## config.mk

```make
export PLATFORM = sky130hd
export DESIGN_NAME = regfile_scoreboard
export DESIGN_NICKNAME = d
export VERILOG_FILES = /design/src/rtl/regfile_scoreboard.sv
export SDC_FILE = /design/constraint.sdc
export NUM_CORES = 2
export LEC_CHECK = 0
export CORE_MARGIN = 2
export CORE_UTILIZATION = 50
export CTS_CLUSTER_SIZE = 28
export DETAILED_ROUTE_END_ITERATION = 8
export GPL_ROUTABILITY_DRIVEN = 0
export PLACE_DENSITY = 0.65
export SLEW_MARGIN = 20
export SYNTH_ARGS = -nofsm -noshare
export SYNTH_HDL_FRONTEND = slang
export SYNTH_SLANG_ARGS = --single-unit
export TNS_END_PERCENT = 10
```

## constraint.sdc

```tcl
create_clock -name clk -period 4.5 [get_ports clk]
set_input_delay 0.9 -clock clk [delete_from_list [all_inputs] [get_ports clk]]
set_output_delay 0.9 -clock clk [all_outputs]
set_load 0.005 [all_outputs]
```

## src/rtl/regfile_scoreboard.sv

```systemverilog
// Architectural register file with per-register pending marks for decode hazard detection.
// Writeback commits and bypasses data in the same cycle; r0 is hardwired to zero.
module regfile_scoreboard #(
    parameter int DATA_WIDTH = 32,
    parameter int ADDR_WIDTH = 5
) (
    input  logic                  clk,
    input  logic                  reset,
    input  logic [ADDR_WIDTH-1:0] rs_addr,
    input  logic [ADDR_WIDTH-1:0] rt_addr,
    output logic [DATA_WIDTH-1:0] rs_data,
    output logic [DATA_WIDTH-1:0] rt_data,
    input  logic                  reg_write_in_wb,
    input  logic [ADDR_WIDTH-1:0] rd_in_wb,
    input  logic [DATA_WIDTH-1:0] wb_data_in,
    input  logic                  issue_valid,
    input  logic [ADDR_WIDTH-1:0] issue_rd,
    output logic                  hazard,
    output logic [ADDR_WIDTH:0]   pending_count
);

    localparam int NREGS = 1 << ADDR_WIDTH;
    localparam logic [ADDR_WIDTH:0] CNT_ONE = {{ADDR_WIDTH{1'b0}}, 1'b1};

    logic [DATA_WIDTH-1:0] regs_q [NREGS];
    logic [NREGS-1:0]      pending_q, pending_d;
    logic [ADDR_WIDTH:0]   count_q, count_d;

    // Issue and writeback are single-cycle strobes with no back-pressure: an
    // asserted enable is consumed at the next rising edge, and decode alone
    // decides whether to stall on hazard.
    logic wr_active, iss_active, same_idx;
    logic cnt_inc, cnt_dec;
    logic rs_hz, rt_hz;

    assign wr_active  = reg_write_in_wb && (rd_in_wb != '0);
    assign iss_active = issue_valid && (issue_rd != '0);
    assign same_idx   = (issue_rd == rd_in_wb);

    // A re-issue of the retiring register keeps the mark: the newer producer wins.
    assign cnt_inc = iss_active && !pending_q[issue_rd];
    assign cnt_dec = wr_active && pending_q[rd_in_wb] && !(iss_active && same_idx);

    always_comb begin
        pending_d = pending_q;
        if (wr_active) begin
            pending_d[rd_in_wb] = 1'b0;
        end
        if (iss_active) begin
            pending_d[issue_rd] = 1'b1;
        end
    end

    always_comb begin
        count_d = count_q;
        case ({cnt_inc, cnt_dec})
            2'b10:   count_d = count_q + CNT_ONE;
            2'b01:   count_d = count_q - CNT_ONE;
            default: count_d = count_q;
        endcase
    end

    always_ff @(posedge clk) begin
        if (reset) begin
            for (int i = 0; i < NREGS; i++) begin
                regs_q[i] <= '0;
            end
            pending_q <= '0;
            count_q   <= '0;
        end else begin
            if (wr_active) begin
                regs_q[rd_in_wb] <= wb_data_in;
            end
            pending_q <= pending_d;
            count_q   <= count_d;
        end
    end

    always_comb begin
        rs_data = regs_q[rs_addr];
        if (rs_addr == '0) begin
            rs_data = '0;
        end else if (wr_active && (rd_in_wb == rs_addr)) begin
            rs_data = wb_data_in;
        end
    end

    always_comb begin
        rt_data = regs_q[rt_addr];
        if (rt_addr == '0) begin
            rt_data = '0;
        end else if (wr_active && (rd_in_wb == rt_addr)) begin
            rt_data = wb_data_in;
        end
    end

    // A producer retiring this cycle no longer blocks its consumer.
    assign rs_hz = (rs_addr != '0) && pending_q[rs_addr]
                   && !(reg_write_in_wb && (rd_in_wb == rs_addr));
    assign rt_hz = (rt_addr != '0) && pending_q[rt_addr]
                   && !(reg_write_in_wb && (rd_in_wb == rt_addr));

    assign hazard        = rs_hz || rt_hz;
    assign pending_count = count_q;

endmodule

```

==> run metrics <==
Hold Startpoint pending_count[2]; via-per-instance ratio 6.791; max frequency 0.2206 GHz; Post-synth EDFFs 1024; commonest non-fill, non-tap cell in the layout edfxtp_1; Die X 346.1 µm; setup ws final -0.03305 ns; sequential area share after synthesis 53.85%; vias in the first global route 40224; Peak VDD IR 0.3283 mV; Post-Synthesis Cells 4171; worst slew pin tran 1.238 ns; Worst Hold Endpoint pending_count[2]; full die area 119800 µm²; Syn. warnings 0; origin of the critical flop-to-flop path pending_q[19]; synthesized area 58510 µm²; final WL about 220000 µm; post-layout min period roughly 4.5 ns; most frequent cells in the layout 1024 x edfxtp_1, 1001 x and2_1, 424 x mux4_2; HP Class reg2reg; CTS Buffer Depth 3; # DRC 0; WHS Path Cells 2; Rel. slew slack about 17%; Crit path arrival time 3.63 ns; initial drt markers between 6000 and 7000; Std-Cell Rows between 100 and 150; IO Count between 100 and 150; Placed Instances 5825; PD cells around 370 nW/µm²; drt wl/cell 36.13 µm; gr usage total 36.30%; via count 41117; Synth-to-Final Area Change 16.89%; LEAKAGE around 25 nW; Die Y 346.1 µm; clock skew 0.008209 ns; Setup crit start kind primary input; #FFs+latches synth 1062; Clk Latency, worst-skew pair 0.74 ns; Max Cap Viol 0; Layout Cells excl Fill 6055; Core Region 116200 µm²; RR Endpoint pending_count[4]; Antenna Violating Nets Remaining 0; Distinct cells, synth 64; TritonCTS Buffers 114; CTS sink count around 1100; GRT Residual Overflow 0; largest net degree at the start of global routing 49; Buffers on Ports 126; H-Tree Depth 3; Initial Utilization 50.35%; Crit. End Element primary output; top_reg_cell synth edfxtp_1; failing checks setup timing; TritonCTS clock tree done; status finished with violations; clk root buf clkbuf_16; HPWL Detailed 137400 µm; max-slew violations 0; RSZ-0062 raised after global routing yes; final worst-path cycle share 100.7%; Crit Path Class in2out; share of layout cells above drive strength 1 24.94%; R2R cell count 14; Hold Fails Final Rpt 0; Syn Area/Cell 14.03 µm²; Reg clk slew, reported paths 0.06 ns; Fin Hold WS about 0.51 ns; ys async rst share 0%; global-route wire length before repair 305600 µm; initial antenna violation count 17; Req. time, crit path 3.60 ns; iteration count of the initial detailed-routing pass 6; Worst Path Max Fanout 18; post-layout net count 4479; worst reg2reg setup slack approximately 1.1 ns; Final setup violation count 4; Power Total between 0.02 and 0.03 W
[how the worst max path moves through the flow]
stage           startpoint               end  slack [ns]
5_1_grt        rd_in_wb[0]       rs_data[24]       -0.04
2_1_floorplan  rd_in_wb[0]  pending_count[4]        0.52
6_report       rd_in_wb[0]       rs_data[18]       -0.03
4_1_cts        rd_in_wb[0]       rs_data[26]       -0.02
3_5_place_dp    rt_addr[0]       rt_data[24]       -0.11
3_3_place_gp    rt_addr[0]       rt_data[24]       -0.08
[repair_timing]
action                                  CTS  global route
endpoints found under the setup margin   11            38
hold buffers                              0             0
pin swaps                                 3             7
resized for setup                         2            12
setup buffers                             0             0
[sequential cells by signal (all words and copies together) (netlist names)]
name,flops
regs_q,1024
pending_q,32
pending_count,6
[cell usage after synthesis (18+ instances only)]
| master | n | area, µm² |
|---|---|---|
| nand2b_1 | 21 | 131.4 |
| inv_1 | 30 | 112.6 |
| nor3_1 | 19 | 95.09 |
| mux4_2 | 424 | 9549 |
| nand2_1 | 88 | 330.3 |
| dfxtp_1 | 38 | 760.7 |
| a211o_1 | 29 | 254.0 |
| clkbuf_1 | 292 | 1096 |
| buf_4 | 20 | 150.1 |
| and2_1 | 1002 | 6269 |
| mux2i_1 | 327 | 3273 |
| o21ai_0 | 40 | 200.2 |
| nand3_1 | 29 | 145.1 |
| a21o_1 | 23 | 172.7 |
| a22oi_1 | 85 | 638.1 |
| nor2b_1 | 62 | 387.9 |
| a41oi_1 | 20 | 175.2 |
| a22o_1 | 29 | 254.0 |
| edfxtp_1 | 1024 | 30750 |
| o22ai_1 | 18 | 112.6 |
| a21oi_1 | 55 | 275.3 |
| buf_6 | 18 | 202.7 |
| buf_2 | 103 | 515.5 |
| nor2_1 | 83 | 311.6 |
| a211oi_1 | 92 | 690.7 |
| a221oi_1 | 33 | 289.0 |
| a31oi_1 | 24 | 150.1 |
[critical path, cell delays in order]
cell and delay, ns:
clkdlybuf4s50_1 0.45, buf_12 0.17, buf_12 0.14, xnor2_1 0.21
nand3_2 0.18, o31ai_4 0.39, buf_12 0.24, a211oi_1 0.08
a211o_1 0.35, clkdlybuf4s50_1 0.48
[cell type report]
class,instances,area [µm²]
fill,8987,47810
sequential,1062,31510
multi-input combinational,2666,25400
timing repair buffer,543,5553
clock buffer,129,2909
tap,1524,1907
clock inverter,84,960.9
inverter,30,112.6
antenna,17,42.54
[cells by family after synthesis]
kind of cell / after synthesis / share of synthesized area, %
other cells: 1 / 0.006409
mux: 758 / 22.05
simple gates: 1349 / 13.67
xor+xnor: 18 / 0.2694
fa+ha+maj: 6 / 0.1411
buf+inv: 474 / 3.667
compound gates: 503 / 6.345
flops: 1062 / 53.85
[report_power, final]
part	internal (W)	total (W)	switching (W)
clock	0.00568	0.00985	0.00416
sequential	0.0114	0.0117	0.000290
combinational	0.00155	0.00352	0.00197
[per-stage QoR]
| step | util (%) | setup WS (ns) | cell area (µm²) | setup TNS (ns) |
|---|---|---|---|---|
| 2_1_floorplan | - | 0.5245 | 58630 | 0 |
| 3_3_place_gp | 55.45 | -0.08477 | 64430 | -0.4603 |
| 3_5_place_dp | 55.45 | -0.1084 | 64430 | -0.6452 |
| 4_1_cts | 58.78 | -0.01633 | 68310 | -0.01633 |
| 5_1_grt | 58.82 | -0.04455 | 68360 | -0.1697 |
| 6_report | 58.85 | -0.03305 | 68390 | -0.08319 |
[metal layers]
metal  track usage (%)  wire (µm)  share of wire [%]  vias to the layer above
met1             47.83      78610                 36                    20737
met4             18.63      13370                6.1                       12
met3             9.524      28300                 13                      677
li1                  -          -                  -                    16447
met2             55.69      98370                 45                     3244
met5            0.4002        111              0.051                        -
Power figures use the tool's default switching activity.
